--- config.mk ---
export PLATFORM = sky130hd
export DESIGN_NAME = id_ex_stage
export DESIGN_NICKNAME = d
export VERILOG_FILES = /design/src/rtl/mips_pkg.sv /design/src/rtl/alu_ctrl_decode.sv /design/src/rtl/id_ex_stage.sv
export SDC_FILE = /design/constraint.sdc
export NUM_CORES = 1
export LEC_CHECK = 0
export ABC_AREA = 1
export BUFFER_PORTS_ARGS = -buffer_cell sky130_fd_sc_hd__buf_2
export CAP_MARGIN = 20
export CORE_ASPECT_RATIO = 2
export CORE_UTILIZATION = 30
export DETAILED_ROUTE_END_ITERATION = 12
export GPL_ROUTABILITY_DRIVEN = 0
export HOLD_SLACK_MARGIN = 0.1
export PLACE_DENSITY_LB_ADDON = 0.2
export SYNTH_ARGS = -nofsm -noshare
export SYNTH_HDL_FRONTEND = slang
export SYNTH_HIERARCHICAL = 1
export SYNTH_SLANG_ARGS = --single-unit
--- constraint.sdc ---
create_clock -name clk -period 6.4 [get_ports clk]
set_clock_uncertainty 0.15 [all_clocks]
set_input_delay 1.28 -clock clk [delete_from_list [all_inputs] [get_ports clk]]
set_output_delay 1.28 -clock clk [all_outputs]
set_load 0.1 [all_outputs]
--- src/rtl/mips_pkg.sv ---
// Shared MIPS pipeline definitions.
// - Opcode / funct encodings for the supported subset (R-type ADD/SUB/AND/OR/SLT, addi, lw, sw, beq).
// - ALU op encodings consumed by the 32-bit ALU (2-bit op plus Binv).
// - ex_ctrl_t: the decoded control bundle produced by alu_ctrl_decode.
package mips_pkg;

  localparam logic [5:0] OP_RTYPE = 6'h00;
  localparam logic [5:0] OP_ADDI  = 6'h08;
  localparam logic [5:0] OP_LW    = 6'h23;
  localparam logic [5:0] OP_SW    = 6'h2B;
  localparam logic [5:0] OP_BEQ   = 6'h04;

  localparam logic [5:0] F_ADD = 6'h20;
  localparam logic [5:0] F_SUB = 6'h22;
  localparam logic [5:0] F_AND = 6'h24;
  localparam logic [5:0] F_OR  = 6'h25;
  localparam logic [5:0] F_SLT = 6'h2A;

  localparam logic [1:0] ALU_AND = 2'b00;
  localparam logic [1:0] ALU_OR  = 2'b01;
  localparam logic [1:0] ALU_ADD = 2'b10;
  localparam logic [1:0] ALU_SLT = 2'b11;

  // Which instruction field names the destination register.
  typedef enum logic [1:0] {
    DST_NONE = 2'b00,
    DST_RT   = 2'b01,
    DST_RD   = 2'b10
  } dst_sel_t;

  typedef struct packed {
    logic [1:0] alu_op;
    logic       binv;
    logic       b_imm;      // operand B from sign-extended immediate
    dst_sel_t   dst_sel;
    logic       reg_write;
    logic       mem_read;
    logic       mem_write;
    logic       mem_to_reg;
    logic       branch;
  } ex_ctrl_t;

  localparam ex_ctrl_t CTRL_NOP = '0;

  function automatic logic [31:0] sext16(input logic [15:0] imm);
    return {{16{imm[15]}}, imm};
  endfunction

endpackage

--- src/rtl/alu_ctrl_decode.sv ---
// Combinational opcode/funct decoder for the ID/EX stage.
// Ports:
//   opcode, funct : instruction [31:26] and [5:0]
//   ctrl          : decoded control bundle (CTRL_NOP when illegal)
//   illegal       : opcode/funct pair is outside the supported subset
module alu_ctrl_decode
  import mips_pkg::*;
(
  input  logic [5:0] opcode,
  input  logic [5:0] funct,
  output ex_ctrl_t   ctrl,
  output logic       illegal
);

  always_comb begin
    ctrl    = CTRL_NOP;
    illegal = 1'b0;
    unique case (opcode)
      OP_RTYPE: begin
        ctrl.dst_sel   = DST_RD;
        ctrl.reg_write = 1'b1;
        unique case (funct)
          F_ADD: ctrl.alu_op = ALU_ADD;
          F_SUB: begin ctrl.alu_op = ALU_ADD; ctrl.binv = 1'b1; end
          F_AND: ctrl.alu_op = ALU_AND;
          F_OR:  ctrl.alu_op = ALU_OR;
          F_SLT: begin ctrl.alu_op = ALU_SLT; ctrl.binv = 1'b1; end
          default: begin ctrl = CTRL_NOP; illegal = 1'b1; end
        endcase
      end
      OP_ADDI: begin
        ctrl.alu_op    = ALU_ADD;
        ctrl.b_imm     = 1'b1;
        ctrl.dst_sel   = DST_RT;
        ctrl.reg_write = 1'b1;
      end
      OP_LW: begin
        ctrl.alu_op     = ALU_ADD;
        ctrl.b_imm      = 1'b1;
        ctrl.dst_sel    = DST_RT;
        ctrl.reg_write  = 1'b1;
        ctrl.mem_read   = 1'b1;
        ctrl.mem_to_reg = 1'b1;
      end
      OP_SW: begin
        ctrl.alu_op    = ALU_ADD;
        ctrl.b_imm     = 1'b1;
        ctrl.mem_write = 1'b1;
      end
      OP_BEQ: begin
        ctrl.alu_op = ALU_ADD;
        ctrl.binv   = 1'b1;
        ctrl.branch = 1'b1;
      end
      default: illegal = 1'b1;
    endcase
  end

endmodule

--- src/rtl/id_ex_stage.sv ---
// ID/EX pipeline register for the 32-bit MIPS pipeline.
// Decodes opcode/funct into ALU control, selects operand B, and registers
// datapath + control one cycle. Priority per edge: rst > flush > stall > load.
// Ports:
//   clk, rst               : clock, async active-high reset
//   stall, flush           : hazard-unit hold / bubble requests
//   id_*                   : decoded ID-stage instruction fields and register data
//   ex_valid, ex_pc        : EX instruction valid and PC
//   ex_a, ex_b             : ALU operands
//   ex_store_data          : rt data for sw
//   ex_alu_op, ex_binv     : ALU control
//   ex_dst, ex_rs, ex_rt   : register specifiers
//   ex_reg_write .. branch : control bits
//   ex_illegal             : unsupported instruction was squashed into a bubble
module id_ex_stage
  import mips_pkg::*;
#(
  parameter int          XLEN     = 32,
  parameter logic [31:0] RESET_PC = 32'h0000_0000
) (
  input  logic            clk,
  input  logic            rst,
  input  logic            stall,
  input  logic            flush,
  input  logic            id_valid,
  input  logic [XLEN-1:0] id_pc,
  input  logic [5:0]      id_opcode,
  input  logic [5:0]      id_funct,
  input  logic [4:0]      id_rs,
  input  logic [4:0]      id_rt,
  input  logic [4:0]      id_rd,
  input  logic [XLEN-1:0] id_rs_data,
  input  logic [XLEN-1:0] id_rt_data,
  input  logic [15:0]     id_imm,
  output logic            ex_valid,
  output logic [XLEN-1:0] ex_pc,
  output logic [XLEN-1:0] ex_a,
  output logic [XLEN-1:0] ex_b,
  output logic [XLEN-1:0] ex_store_data,
  output logic [1:0]      ex_alu_op,
  output logic            ex_binv,
  output logic [4:0]      ex_dst,
  output logic [4:0]      ex_rs,
  output logic [4:0]      ex_rt,
  output logic            ex_reg_write,
  output logic            ex_mem_read,
  output logic            ex_mem_write,
  output logic            ex_mem_to_reg,
  output logic            ex_branch,
  output logic            ex_illegal
);

  typedef struct packed {
    logic            valid;
    logic [XLEN-1:0] pc;
    logic [XLEN-1:0] a;
    logic [XLEN-1:0] b;
    logic [XLEN-1:0] store_data;
    logic [1:0]      alu_op;
    logic            binv;
    logic [4:0]      dst;
    logic [4:0]      rs;
    logic [4:0]      rt;
    logic            reg_write;
    logic            mem_read;
    logic            mem_write;
    logic            mem_to_reg;
    logic            branch;
    logic            illegal;
  } ex_reg_t;

  function automatic ex_reg_t bubble();
    ex_reg_t r;
    r    = '0;
    r.pc = RESET_PC;
    return r;
  endfunction

  ex_ctrl_t ctrl;
  logic     illegal;
  ex_reg_t  q, d;
  logic [4:0] dst;

  alu_ctrl_decode u_dec (
    .opcode  (id_opcode),
    .funct   (id_funct),
    .ctrl    (ctrl),
    .illegal (illegal)
  );

  always_comb begin
    unique case (ctrl.dst_sel)
      DST_RD:  dst = id_rd;
      DST_RT:  dst = id_rt;
      default: dst = 5'd0;
    endcase
  end

  // Next-state for a non-stalled edge; flush and invalid/illegal ID both bubble.
  always_comb begin
    d = bubble();
    if (!flush && id_valid) begin
      if (illegal) begin
        d.illegal = 1'b1;
      end else begin
        d.valid      = 1'b1;
        d.pc         = id_pc;
        d.a          = id_rs_data;
        d.b          = ctrl.b_imm ? sext16(id_imm) : id_rt_data;
        d.store_data = id_rt_data;
        d.alu_op     = ctrl.alu_op;
        d.binv       = ctrl.binv;
        d.dst        = dst;
        d.rs         = id_rs;
        d.rt         = id_rt;
        // Writes to $0 are architecturally discarded; drop them here.
        d.reg_write  = ctrl.reg_write && (dst != 5'd0);
        d.mem_read   = ctrl.mem_read;
        d.mem_write  = ctrl.mem_write;
        d.mem_to_reg = ctrl.mem_to_reg;
        d.branch     = ctrl.branch;
      end
    end
  end

  always_ff @(posedge clk or posedge rst) begin
    if (rst)                 q <= bubble();
    else if (flush || !stall) q <= d;
  end

  assign ex_valid      = q.valid;
  assign ex_pc         = q.pc;
  assign ex_a          = q.a;
  assign ex_b          = q.b;
  assign ex_store_data = q.store_data;
  assign ex_alu_op     = q.alu_op;
  assign ex_binv       = q.binv;
  assign ex_dst        = q.dst;
  assign ex_rs         = q.rs;
  assign ex_rt         = q.rt;
  assign ex_reg_write  = q.reg_write;
  assign ex_mem_read   = q.mem_read;
  assign ex_mem_write  = q.mem_write;
  assign ex_mem_to_reg = q.mem_to_reg;
  assign ex_branch     = q.branch;
  assign ex_illegal    = q.illegal;

endmodule

=== Yosys cells after proc, flatten, opt, wreduce, memory -nomap -nowiden ===
Index checks and enable logic that the tools add are counted.

* Muxes and demuxes: 18
* Equality and inequality tests: 11
* Shift-type cells: 0
* $lt $le $gt $ge: 0
* Reduce and logical (&&, ||, !) cells: 13
* Add/subtract/negate cells: 0
* Div/mod/pow operators: 0
* Bitwise logic cells: 0
* Multiply operators: 0

{| class="wikitable"
|+ Operators with widths
! cell !! number
|-
| 153-bit 2-to-1 mux || 1
|-
| 152-bit 2-to-1 mux || 1
|-
| 6-bit == test (second input constant) || 7
|-
| 32-bit 2-to-1 mux || 1
|-
| 1-bit one-hot mux with 2 select lines || 7
|-
| 5-bit one-hot mux with 2 select lines || 1
|-
| 7-bit 2-to-1 mux || 1
|-
| 6-bit by 3-bit == test with 1-bit output (second input constant) || 1
|-
| 6-bit by 4-bit == test with 1-bit output (second input constant) || 1
|-
| 6-bit zero test || 1
|-
| 2-bit one-hot mux with 3 select lines || 1
|-
| 3-bit one-hot mux with 2 select lines || 1
|-
| 2-bit OR reduction || 3
|-
| 5-bit nonzero test || 1
|-
| 5-bit OR reduction || 1
|-
| 2-bit one-hot mux with 2 select lines || 1
|-
| 4-bit OR reduction || 1
|-
| 1-bit 2-to-1 mux || 3
|-
| 3-bit OR reduction || 1
|-
| 2-bit by 1-bit == test with 1-bit output (second input constant) || 1
|-
| 2-bit == test (second input constant) || 1
|-
| 1-bit logical AND || 2
|-
| 1-bit zero test || 2
|-
| 1-bit logical OR || 1
|}

* Bits in registers: 153
* Output and inout port bits: 153
* ROM bits: 0
* Logic and storage cells: 58
* Memory bits (writable): 0
* Input port bits: 144
* Latch bits: 0
* Memories: 0

=== Longest topological paths before layout ===
* Depth in word-level cells: 10
* Depth in mapped cells: 13
* Mapped depth without buffers: 13

=== Cells and area by module ===
Netlist, hierarchy kept.

{| class="wikitable"
|+ Modules (own cells, without submodules)
! module !! area each (µm²) !! cells each !! instances !! seq. area each (µm²)
|-
| id_ex_stage || 5793.1 || 486 || 1 || 3828.7
|-
| alu_ctrl_decode || 222.7 || 46 || 1 || 0.0
|}

=== Least setup slack after synthesis ===
Ideal clock, no wire load.

* Path type: input -> register
* Start point: input port id_opcode[0]
* End point: register q, in the netlist ex_reg_write
* Stages on the path: 13
* Path buffers: 0
* Arrival: 2.418 ns
* Slack: 3.711 ns
* Data required time: 6.129 ns
* Setup time: 0.121 ns
* Path through: nor2_2 nand2_2 nor2_4 nand3_2 nand2_2 inv_1 ha_1 nand2_1 nand2_1 nand2_1 nand3_1 o21bai_1 nand2_1

{| class="wikitable"
|+ RTL lines
! what !! line !! text
|-
| start, declared || id_ex_stage.sv:27 || <nowiki>input logic [5:0] id_opcode,</nowiki>
|-
| end signal, assigned || id_ex_stage.sv:127 || <nowiki>if (rst) q <= bubble();</nowiki>
|-
| end, declared || id_ex_stage.sv:81 || <nowiki>ex_reg_t q, d;</nowiki>
|}

==> results.md <==
* Cells along the critical path: buf_2 > nor2_2 > nand2_2 > nor2_4 > nand3_2 > nand2_2 > nor2_1 > nor2_4 > buf_4 > buf_4 > nand2_1 > o21bai_1 > nand2_1
* Startpoint class of the critical path: input pin
* Tcrit/Tclk final at 54.9%
* Cell area after layout at 8320 um2
* Crit. End Element: flop
* Synth unique cells at 23
* CTS Buf Count at 17
* Drt total wl at 18400 um
* Max H-tree Level at 4
* Min-Delay Path Depth at 2
* Outcome: finished clean
* Initial DRC Count at 167
* CP arrival at 3.72 ns
* Kind of critical path: input pin to flop
* Die H at 202 um
* Max cap viols at 0
* Synthesized area per cell at 11.3 um2
* Post-synthesis cell area at 6020 um2
* Unrepaired setup endpoints after global routing: false
* Final net count at 960
* Antenna violations before repair at 4
* Global-route wire length before repair at 28100 um
* Register bit total from synthesis at 153
* Final Critical Period at 3.51 ns
* Resized Gates After CTS at 0
* Max VDD drop at 0.180 mV
* Commonest non-fill, non-tap cell in the layout: buf_2
* Least-Margin Pin Slew at 0.957 ns
* P per Cell Area at 260 nW/um2
* GRT Util Overall at 18.3%
* Post-route ant nets at 0
* Synth Instances at 532
* I/O Pins at 297
* WL/cell at 16.9 um
* F_max at 285 MHz
* Final hold viol count at 0
* Aggregate global routing overflow at 0
* Pin count of the biggest net entering global routing at 107
* Hpwl dp at 12900 um
* Final Max Slew Viols at 0
* Clock sinks at 153
* Final hold slack at 0.327 ns
* CTS tree: done
* Drt pass-1 iters at 4
* Hold Path Class: flop to flop
* Depth of the worst register-to-register path at 1
* CTS max path bufs at 2
* Yosys warns at 6
* Number of global-route vias before repair at 5160
* Crit Path Max Fanout at 80
* Area delta synth->final at 38.3%
* Root buf cell: clkbuf_16
* Setup bufs post-CTS at 0
* Input/output buffers at 296
* Syn nets at 678
* FP Rows at 72
* Share of post-route cells with drive strength above 1 at 41.5%
* Slew margin rel. at 36.2%
* P_leak at 4.78 nW
* Total vias in the final route at 5087
* Setup_tns at 0 ns
* Max incr delay on CP at 0.71 ns
* Sequential area share after synthesis at 63.6%
* Max stage delay cell, worst path: buf_4
* Clk Latency, worst-skew pair at 0.42 ns
* Hold-fix buffers, CTS at 0
* Die extent in x at 102 um
* Most frequent cells in the layout: 296 x buf_2, 153 x dfrtp_1, 102 x a22o_1
* Core area at 19500 um2
* Placement Cell Area at 7690 um2
* Final Setup Violations at 0
* Vias per cell at 4.67
* Req. time, crit path at 6.61 ns
* DIE AREA at 20700 um2
* Clock transition at path regs at 0.06 ns
* Starting Density at 30.9%
* DRC at 0
[power breakdown]
part / total [mW] / internal, mW / switching, mW
logic: 0.155 / 0.0464 / 0.109
registers: 0.975 / 0.972 / 0.00271
clock network: 1.03 / 0.626 / 0.405
total: 2.16 / 1.64 / 0.517
[logic make-up (layout without fill, tap and decap cells)]
logic type	Yosys count	in the layout	share of synthesized area, %
adder cells (fa/ha/maj)	2	2	0.416
buffers and inverters	66	361	4.83
AND/OR/NAND/NOR	160	160	11.7
multiplexers	4	4	0.666
flip-flops	153	153	63.6
AO/OA/AOI/OAI	147	147	18.7
other	0	4	0
[path summary, 6_finish.rpt]
check                             start  slack [ns]      endpoint
min                            ex_valid        0.33      ex_valid
min reg2reg                    ex_valid        0.33      ex_valid
max reg2reg                     ex_a[5]        5.52       ex_a[5]
max                        id_opcode[0]        2.89  ex_reg_write
min in group asynchronous           rst        0.93      ex_a[20]
max in group asynchronous           rst        3.92    ex_illegal
[worst max-delay path: cells and delay by family]
family,cells,cell delay [ns]
buf+inv,3,1.22
simple gates,9,0.95
compound gates,1,0.19
[metal layers]
metal / wire length (um) / up-vias / global-route usage [%]
li1: - / 2428 / -
met1: 7090 / 2445 / 20.4
met2: 9850 / 180 / 31.5
met3: 874 / 34 / 3.87
met4: 629 / 0 / 10.5
met5: 0 / - / 0
[layout make-up]
cell class	count	area [um2]
clock buffer	22	454
sequential	153	3830
timing repair buffer	302	1550
clock inverter	10	144
fill	1983	11100
multi-input combinational	313	1900
tap	259	324
antenna	4	10.0
inverter	27	106
[cells in the mapped netlist (all sizes together)]
cell type	instances	area [um2]
mux2i	4	40.0
o21bai	1	7.51
a22o	102	893
buf	26	140
clkbuf	13	48.8
nand3b	1	7.51
nand3	42	220
nand4	2	12.5
nand2	99	377
a32o	1	10.0
nor2	15	83.8
dfrtp	153	3830
inv	27	101
nor3	1	5.00
ha	2	25.0
o21ai	43	215
[metrics by stage]
step / utilization [%] / setup WS [ns] / power [mW] / instances
2_1_floorplan: - / 0.849 / 1.08 / 532
3_3_place_gp: 39.5 / 2.49 / 1.15 / 1053
3_5_place_dp: 39.5 / 2.42 / 1.15 / 1053
4_1_cts: 42.6 / 2.87 / 2.20 / 1085
5_1_grt: 42.8 / 2.63 / 2.25 / 1090
6_report: 42.8 / 2.89 / 2.16 / 1090
No activity file was read; power rests on OpenSTA's default activity.
